`src/rtl/tmds_pkg.sv`:
```
// -----------------------------------------------------------------------------
// tmds_pkg
// Shared definitions for the TMDS receive word aligner:
//   - CTRL_TOKEN_00/01/10/11 : the four 10-bit TMDS control tokens (c1c0 = suffix)
//   - tmds_rx_state_t        : aligner FSM state (ST_SEARCH, ST_LOCKED)
//   - tmds_sym_t             : one 10-bit TMDS symbol
//   - WORD_W / OFFSET_MAX    : raw RX word width and highest legal slip offset
//   - cnt_w()                : counter width for a terminal count, never below 1
// -----------------------------------------------------------------------------
package tmds_pkg;

  localparam logic [9:0] CTRL_TOKEN_00 = 10'h354;
  localparam logic [9:0] CTRL_TOKEN_01 = 10'h0AB;
  localparam logic [9:0] CTRL_TOKEN_10 = 10'h154;
  localparam logic [9:0] CTRL_TOKEN_11 = 10'h2AB;

  localparam int WORD_W     = 20;
  localparam int OFFSET_MAX = WORD_W - 1;

  typedef enum logic [0:0] {ST_SEARCH, ST_LOCKED} tmds_rx_state_t;

  typedef logic [9:0] tmds_sym_t;

  function automatic int cnt_w(input int n);
    return (n > 1) ? $clog2(n) : 1;
  endfunction

endpackage

```
`src/rtl/tmds_rx_word_aligner_if.sv`:
```
// -----------------------------------------------------------------------------
// tmds_rx_word_aligner_if
// Bundles the RX-lane input side and the aligned-symbol output side of one
// aligner instance.
//   rx_ready    : GTH RX reset done; low restarts the search
//   rx_data     : raw 20-bit RX word, bit 0 earliest
//   sym0/sym1   : aligned symbols (sym0 earlier in time)
//   sym_valid   : sym0/sym1 qualifier, equal to locked
//   ctrl_valid  : per-symbol control-token flag (bit0 = sym0)
//   ctrl_code   : {c1c0 of sym1, c1c0 of sym0}
//   locked      : alignment acquired
//   bit_offset  : current slip offset 0..19
//   state       : aligner FSM state, exposed for debug/checkers
//   loss_count  : lock-loss counter, only when TMDS_RX_STATS_EN is defined
// Handshake: there is no backpressure. rx_data is accepted every clock while
// rx_ready is high; sym0/sym1 are produced every clock and are meaningful only
// in cycles where sym_valid is high.
// Modports: master = the aligner (consumes rx side, drives symbol side);
//           slave  = the surrounding lane logic (drives rx side, consumes symbols).
// -----------------------------------------------------------------------------
interface tmds_rx_word_aligner_if;
  import tmds_pkg::*;

  logic           rx_ready;
  logic [19:0]    rx_data;
  tmds_sym_t      sym0;
  tmds_sym_t      sym1;
  logic           sym_valid;
  logic [1:0]     ctrl_valid;
  logic [3:0]     ctrl_code;
  logic           locked;
  logic [4:0]     bit_offset;
  tmds_rx_state_t state;
`ifdef TMDS_RX_STATS_EN
  logic [15:0]    loss_count;
`endif

  modport master (
    input  rx_ready, rx_data,
    output sym0, sym1, sym_valid, ctrl_valid, ctrl_code, locked, bit_offset, state
`ifdef TMDS_RX_STATS_EN
    , output loss_count
`endif
  );

  modport slave (
    output rx_ready, rx_data,
    input  sym0, sym1, sym_valid, ctrl_valid, ctrl_code, locked, bit_offset, state
`ifdef TMDS_RX_STATS_EN
    , input loss_count
`endif
  );

endinterface

```
`src/rtl/tmds_ctrl_detect.sv`:
```
// -----------------------------------------------------------------------------
// tmds_ctrl_detect
// Combinational TMDS control-token recogniser.
//   i_sym     : 10-bit candidate symbol
//   o_is_ctrl : high when i_sym is one of the four control tokens
//   o_code    : c1c0 of the token, 0 when i_sym is not a control token
// -----------------------------------------------------------------------------
module tmds_ctrl_detect
  import tmds_pkg::*;
(
  input  tmds_sym_t  i_sym,
  output logic       o_is_ctrl,
  output logic [1:0] o_code
);

  always_comb begin
    o_is_ctrl = 1'b1;
    o_code    = 2'b00;
    case (i_sym)
      CTRL_TOKEN_00: o_code = 2'b00;
      CTRL_TOKEN_01: o_code = 2'b01;
      CTRL_TOKEN_10: o_code = 2'b10;
      CTRL_TOKEN_11: o_code = 2'b11;
      default: begin
        o_is_ctrl = 1'b0;
        o_code    = 2'b00;
      end
    endcase
  end

endmodule

```
`src/rtl/tmds_rx_word_aligner.sv`:
```
// -----------------------------------------------------------------------------
// tmds_rx_word_aligner
// Finds the 10-bit symbol boundary in a 20-bit GTH RX word stream by hunting
// for words made of two TMDS control tokens, then delivers two aligned symbols
// per clock with their decoded control codes.
// Ports:
//   clk    : RX word clock
//   resetn : asynchronous active-low reset
//   bus    : tmds_rx_word_aligner_if.master (rx side in, symbol side out)
// Parameters:
//   LOCK_COUNT    : consecutive control words needed to lock
//   SEARCH_CYCLES : cycles spent per offset before slipping one bit
//   LOSS_CYCLES   : cycles without a control word before lock is dropped
// Optional feature: define TMDS_RX_STATS_EN to add the 16-bit saturating
// loss_count (lock drops caused by loss timeout only).
// -----------------------------------------------------------------------------
module tmds_rx_word_aligner
  import tmds_pkg::*;
#(
  parameter int LOCK_COUNT    = 8,
  parameter int SEARCH_CYCLES = 2048,
  parameter int LOSS_CYCLES   = 4096
) (
  input  logic                   clk,
  input  logic                   resetn,
  tmds_rx_word_aligner_if.master bus
);

  localparam int HIT_W  = cnt_w(LOCK_COUNT);
  localparam int TMO_W  = cnt_w(SEARCH_CYCLES);
  localparam int LOSS_W = cnt_w(LOSS_CYCLES);

  localparam logic [HIT_W-1:0]  HIT_LAST  = HIT_W'(LOCK_COUNT - 1);
  localparam logic [TMO_W-1:0]  TMO_LAST  = TMO_W'(SEARCH_CYCLES - 1);
  localparam logic [LOSS_W-1:0] LOSS_LAST = LOSS_W'(LOSS_CYCLES - 1);

  tmds_rx_state_t     r_state,  w_state_nxt;
  logic [4:0]         r_offset, w_offset_nxt;
  logic [HIT_W-1:0]   r_hit,    w_hit_nxt;
  logic [TMO_W-1:0]   r_tmo,    w_tmo_nxt;
  logic [LOSS_W-1:0]  r_loss,   w_loss_nxt;
  logic [19:0]        r_prev;

  tmds_sym_t          r_sym0, r_sym1;
  logic [1:0]         r_ctrl_valid;
  logic [3:0]         r_ctrl_code;

  // Sliding window over the last two words; bit 0 of the window is the
  // earliest bit, so offset 0 presents the previous word unchanged.
  logic [39:0]        w_cat;
  logic [5:0]         w_sel;
  logic [19:0]        w_win;
  logic               w_ctrl0, w_ctrl1, w_ctrl_word;
  logic [1:0]         w_code0, w_code1;

  assign w_cat = {bus.rx_data, r_prev};
  assign w_sel = {1'b0, r_offset};
  assign w_win = w_cat[w_sel +: 20];

  tmds_ctrl_detect u_det0 (
    .i_sym     (w_win[9:0]),
    .o_is_ctrl (w_ctrl0),
    .o_code    (w_code0)
  );

  tmds_ctrl_detect u_det1 (
    .i_sym     (w_win[19:10]),
    .o_is_ctrl (w_ctrl1),
    .o_code    (w_code1)
  );

  assign w_ctrl_word = w_ctrl0 & w_ctrl1;

  always_ff @(posedge clk or negedge resetn) begin
    if (!resetn) begin
      r_state  <= ST_SEARCH;
      r_offset <= '0;
      r_hit    <= '0;
      r_tmo    <= '0;
      r_loss   <= '0;
    end else begin
      r_state  <= w_state_nxt;
      r_offset <= w_offset_nxt;
      r_hit    <= w_hit_nxt;
      r_tmo    <= w_tmo_nxt;
      r_loss   <= w_loss_nxt;
    end
  end

  // Counters stop at their terminal compare, so none of them can wrap.
  always_comb begin
    w_state_nxt  = r_state;
    w_offset_nxt = r_offset;
    w_hit_nxt    = r_hit;
    w_tmo_nxt    = r_tmo;
    w_loss_nxt   = r_loss;
    if (!bus.rx_ready) begin
      w_state_nxt  = ST_SEARCH;
      w_offset_nxt = '0;
      w_hit_nxt    = '0;
      w_tmo_nxt    = '0;
      w_loss_nxt   = '0;
    end else begin
      case (r_state)
        ST_SEARCH: begin
          // Lock is tested first so it wins over a coincident slip timeout.
          if (w_ctrl_word && (r_hit == HIT_LAST)) begin
            w_state_nxt = ST_LOCKED;
            w_hit_nxt   = '0;
            w_tmo_nxt   = '0;
            w_loss_nxt  = '0;
          end else begin
            w_hit_nxt = w_ctrl_word ? (r_hit + HIT_W'(1)) : '0;
            if (r_tmo == TMO_LAST) begin
              w_offset_nxt = (r_offset == 5'(OFFSET_MAX)) ? 5'd0 : (r_offset + 5'd1);
              w_hit_nxt    = '0;
              w_tmo_nxt    = '0;
            end else begin
              w_tmo_nxt = r_tmo + TMO_W'(1);
            end
          end
        end
        ST_LOCKED: begin
          // A control word on the expiry cycle still refreshes the timer.
          if (w_ctrl_word) begin
            w_loss_nxt = '0;
          end else if (r_loss == LOSS_LAST) begin
            w_state_nxt = ST_SEARCH;
            w_hit_nxt   = '0;
            w_tmo_nxt   = '0;
            w_loss_nxt  = '0;
          end else begin
            w_loss_nxt = r_loss + LOSS_W'(1);
          end
        end
        default: w_state_nxt = ST_SEARCH;
      endcase
    end
  end

  // prev is zeroed while rx_ready is low so a restarted search never sees
  // stale bits from before the transceiver reset.
  always_ff @(posedge clk or negedge resetn) begin
    if (!resetn) begin
      r_prev       <= '0;
      r_sym0       <= '0;
      r_sym1       <= '0;
      r_ctrl_valid <= '0;
      r_ctrl_code  <= '0;
    end else begin
      r_prev       <= bus.rx_ready ? bus.rx_data : 20'd0;
      r_sym0       <= w_win[9:0];
      r_sym1       <= w_win[19:10];
      r_ctrl_valid <= {w_ctrl1, w_ctrl0};
      r_ctrl_code  <= {w_code1, w_code0};
    end
  end

  assign bus.sym0       = r_sym0;
  assign bus.sym1       = r_sym1;
  assign bus.ctrl_valid = r_ctrl_valid;
  assign bus.ctrl_code  = r_ctrl_code;
  assign bus.locked     = (r_state == ST_LOCKED);
  assign bus.sym_valid  = (r_state == ST_LOCKED);
  assign bus.bit_offset = r_offset;
  assign bus.state      = r_state;

`ifdef TMDS_RX_STATS_EN
  // With rx_ready high, the only LOCKED->SEARCH path is the loss timeout.
  logic        w_loss_evt;
  logic [15:0] r_loss_count;

  assign w_loss_evt = bus.rx_ready && (r_state == ST_LOCKED) && (w_state_nxt == ST_SEARCH);

  always_ff @(posedge clk or negedge resetn) begin
    if (!resetn) begin
      r_loss_count <= '0;
    end else if (w_loss_evt && (r_loss_count != 16'hFFFF)) begin
      r_loss_count <= r_loss_count + 16'd1;
    end
  end

  assign bus.loss_count = r_loss_count;
`endif

endmodule

```
`src/flat_wrapper.sv`:
```
// flat-port wrapper written by rule: the top's interface ports become plain ports
module tmds_rx_word_aligner_flat import tmds_pkg::*;
#(
  parameter int LOCK_COUNT    = 8,
  parameter int SEARCH_CYCLES = 2048,
  parameter int LOSS_CYCLES   = 4096
)
  (clk, resetn, bus_rx_ready, bus_rx_data, bus_sym0, bus_sym1, bus_sym_valid, bus_ctrl_valid, bus_ctrl_code, bus_locked, bus_bit_offset, bus_state);
  tmds_rx_word_aligner_if bus_i ();
  input  logic clk;
  input  logic resetn;
  input wire logic [$bits(bus_i.rx_ready)-1:0] bus_rx_ready;
  input wire logic [$bits(bus_i.rx_data)-1:0] bus_rx_data;
  output wire logic [$bits(bus_i.sym0)-1:0] bus_sym0;
  output wire logic [$bits(bus_i.sym1)-1:0] bus_sym1;
  output wire logic [$bits(bus_i.sym_valid)-1:0] bus_sym_valid;
  output wire logic [$bits(bus_i.ctrl_valid)-1:0] bus_ctrl_valid;
  output wire logic [$bits(bus_i.ctrl_code)-1:0] bus_ctrl_code;
  output wire logic [$bits(bus_i.locked)-1:0] bus_locked;
  output wire logic [$bits(bus_i.bit_offset)-1:0] bus_bit_offset;
  output wire logic [$bits(bus_i.state)-1:0] bus_state;
  assign bus_i.rx_ready = bus_rx_ready;
  assign bus_i.rx_data = bus_rx_data;
  assign bus_sym0 = bus_i.sym0;
  assign bus_sym1 = bus_i.sym1;
  assign bus_sym_valid = bus_i.sym_valid;
  assign bus_ctrl_valid = bus_i.ctrl_valid;
  assign bus_ctrl_code = bus_i.ctrl_code;
  assign bus_locked = bus_i.locked;
  assign bus_bit_offset = bus_i.bit_offset;
  assign bus_state = bus_i.state;
  tmds_rx_word_aligner #(.LOCK_COUNT(LOCK_COUNT), .SEARCH_CYCLES(SEARCH_CYCLES), .LOSS_CYCLES(LOSS_CYCLES)) u_core (.clk(clk), .resetn(resetn), .bus(bus_i));
endmodule
```
`config.mk`:
```
export PLATFORM = sky130hd
export DESIGN_NAME = tmds_rx_word_aligner_flat
export DESIGN_NICKNAME = d
export VERILOG_FILES = /design/src/rtl/tmds_pkg.sv /design/src/rtl/tmds_rx_word_aligner_if.sv /design/src/rtl/tmds_ctrl_detect.sv /design/src/rtl/tmds_rx_word_aligner.sv /design/src/flat_wrapper.sv
export SDC_FILE = /design/constraint.sdc
export NUM_CORES = 1
export LEC_CHECK = 0
export CAP_MARGIN = 10
export CORE_ASPECT_RATIO = 1.75
export CORE_UTILIZATION = 59
export CTS_CLUSTER_SIZE = 30
export DETAILED_ROUTE_END_ITERATION = 7
export GPL_ROUTABILITY_DRIVEN = 0
export HOLD_SLACK_MARGIN = 0.12
export PLACE_DENSITY_LB_ADDON = 0.1
export SYNTH_ARGS = -nofsm -noshare
export SYNTH_HDL_FRONTEND = slang
export SYNTH_SLANG_ARGS = --single-unit
export TNS_END_PERCENT = 10
```
`constraint.sdc`:
```
create_clock -name clk -period 4.96 [get_ports clk]
set_input_delay 1.24 -clock clk [delete_from_list [all_inputs] [get_ports clk]]
set_output_delay 1.24 -clock clk [all_outputs]
set_load 0.05 [all_outputs]
```
==> results.json <==
{
  "status": "finished, final reports clean",
  "firstDrtPassIters": 8,
  "most-common-layout-cells": "dfrtp_1, buf_4, nand2_1",
  "skew_ps": 7.30,
  "p_leak_nw": 3.06,
  "worstPathArrival_ps": 4980,
  "grt_max_degree": 52,
  "powerDensity_mw_per_mm2": 207,
  "hpwl_um": 14200,
  "io_pins": 57,
  "hold_viol": 0,
  "cts_buffer_depth": 2,
  "grt_pass1_vias": 5839,
  "synth_edf_count": 0,
  "fin_area_sq_mm": 0.00742,
  "crit_path_max_fanout": 7,
  "holdWs_ps": 480,
  "rows": 48,
  "layout_commonest_cell": "dfrtp_1",
  "clk_pin_slew_ps": 60,
  "cts_htree_levels": 3,
  "crit_required_ps": 5190,
  "yosysSeqAreaShare": 0.319,
  "cp-end-kind": "register",
  "routedWlPerCell_um": 23.5,
  "cpMaxStageDelayCell": "clkdlybuf4s50_1",
  "finalSetupViolCount": 0,
  "viasPerCell": 7.02,
  "maxSlewHeadroom": 0.496,
  "die_h_um": 137,
  "dr.first_iter.drc_count": 950,
  "drive_gt1_frac": 0.249,
  "initial_utilization": 0.613,
  "cts_tree": "yes",
  "antenna_found_initial": 0,
  "overflow": 0,
  "period_needed_ps": 4750,
  "clock_sinks": 78,
  "clk-insertion-delay-late_ps": 350,
  "die_width_um": 79.0,
  "ir_worst_vdd_mv": 0.183,
  "drc": 0,
  "grt_use_total": 0.393,
  "r2r_slack_ps": 570,
  "drtAntennaViolNets": 0,
  "yosysWarnings": 0,
  "netlist_area_sq_mm": 0.00612,
  "root_buffer": "clkbuf_16",
  "cp-start-kind": "input port",
  "die_area_sq_mm": 0.0108,
  "nets": 713,
  "cts-buffers-inserted": 9,
  "vias": 5719,
  "dpl_cell_area_sq_mm": 0.00714,
  "finalMaxSlewViolations": 0,
  "path_class": "input port to register",
  "worstMarginPinSlew_ps": 747,
  "ys_ff_latch": 78,
  "wl_um": 19200,
  "synth_area_per_cell_sq_um": 10.3,
  "crit_chain": "clkdlybuf4s50_1 -> mux4_2 -> a22o_1 -> nor2b_1 -> or4_1 -> or4_1 -> or3_4 -> a221oi_4 -> buf_4 -> nor2_2 -> buf_4 -> o21ai_0 -> a21boi_0",
  "ys.flop_type": "dfrtp_1",
  "cap_violations": 0,
  "critPathMaxStageDelay_ps": 530,
  "diodes": 0,
  "async_flop_share": 1.00,
  "area_growth_pct": 21.3,
  "ys_types": 67,
  "post-route-util": 0.744,
  "layout_worst_path_cycle_share": 0.958,
  "worstHoldPathType": "register to register",
  "grt_pass1_wl_um": 30900,
  "core_area_sq_mm": 0.00997,
  "max_freq_mhz": 211,
  "io_buffers": 56,
  "synth_fp_nets": 624,
  "fillers": 702,
  "synth_cells": 596
}
[cells by family (layout without fill, tap and decap cells)]
family | count (synthesis) | in the layout | share of synthesized area
buffers and inverters | 68 | 162 | 0.0524
adders and majority gates | 5 | 5 | 0.0102
AOI/OAI and AO/OA | 119 | 119 | 0.138
xor gates and xnor gates | 4 | 4 | 0.00573
and+or+nand+nor | 207 | 207 | 0.179
DFF | 78 | 78 | 0.319
muxes | 115 | 115 | 0.296
[through the flow]
stage / TNS [ps] / setup slack, ps / total power [mW] / instances
after floorplan: 0 / 519 / 0.805 / 596
after global placement: -79.0 / -29.1 / 0.916 / 798
after detailed placement: -1510 / -109 / 0.923 / 798
after CTS: 0 / 244 / 1.54 / 814
after global routing: -35.3 / -35.3 / 1.58 / 815
final: 0 / 210 / 1.53 / 815
[flip-flops by register name, summed over array words and instances (netlist names)]
register and count:
u_core.r_loss 12, u_core.bus.locked 1, u_core.bus.sym0 10, u_core.bus.ctrl_valid 2, u_core.bus.sym1 10, u_core.bus.bit_offset 5, u_core.r_prev 20, u_core.r_hit 3
u_core.r_tmo 11, u_core.bus.ctrl_code 4
[final timing paths]
path,startpoint,to,cells after the start
setup reg to reg,u_core.bus.bit_offset[0]$_DFFE_PN0P_,u_core.r_loss[10]$_DFFE_PN0P_,15
hold / removal,u_core.r_tmo[10]$_DFFE_PN0P_,u_core.r_tmo[10]$_DFFE_PN0P_,1
max in group asynchronous,resetn,u_core.bus.sym0[6]$_DFF_PN0_,2
min in group asynchronous,resetn,u_core.r_prev[8]$_DFF_PN0_,1
setup / recovery,bus_rx_data[14],u_core.r_loss[10]$_DFFE_PN0P_,13
hold reg to reg,u_core.r_tmo[10]$_DFFE_PN0P_,u_core.r_tmo[10]$_DFFE_PN0P_,1
[metal layers]
metal	GRT usage	share of wire	vias up
met2	0.663	0.50	390
met4	0.301	0.089	0
met1	0.409	0.33	2735
met3	0.104	0.079	155
met5	0	0	-
li1	-	-	2439
[where the power goes]
group / leakage, nW / switching [mW] / internal [mW]
Sequential: 1.04 / 0.0202 / 0.655
Clock: 0.123 / 0.272 / 0.342
Combinational: 1.90 / 0.135 / 0.109
[cell type report]
type	count	area (sq um)	area share
Clock buffer	12	236	0.0319
Clock inverter	4	32.5	0.00438
Tap cell	125	156	0.0211
Multi-Input combinational cell	450	3850	0.519
Inverter	19	71.3	0.00961
Sequential cell	78	1960	0.264
Timing Repair Buffer	127	1120	0.150
[timing repair]
item / CTS / global route
setup buffers: 0 / 1
hold buffers: 0 / 0
setup endpoints to repair: 0 / 21
gates resized for setup: 0 / 1
[critical path: cells and delay by family]
kind                   cells  cell delay, ps
AND/OR/NAND/NOR            5            1570
buffers and inverters      3             900
AO/OA/AOI/OAI              4             730
multiplexers               1             520
[cell usage after synthesis, types with 13 or more instances]
cell type	count	share of area
dfrtp_1	78	0.32
nand2_1	56	0.034
mux4_2	51	0.19
mux2i_1	47	0.077
o21ai_0	27	0.022
nand3_1	25	0.020
and2_1	24	0.025
nor2_1	24	0.015
clkbuf_1	21	0.013
inv_1	19	0.012
mux2_2	17	0.031
nor3_1	15	0.012
and3_1	14	0.014
a21oi_1	13	0.011
buf_2	13	0.011
Note: power is estimated with default switching activity, not from simulation.
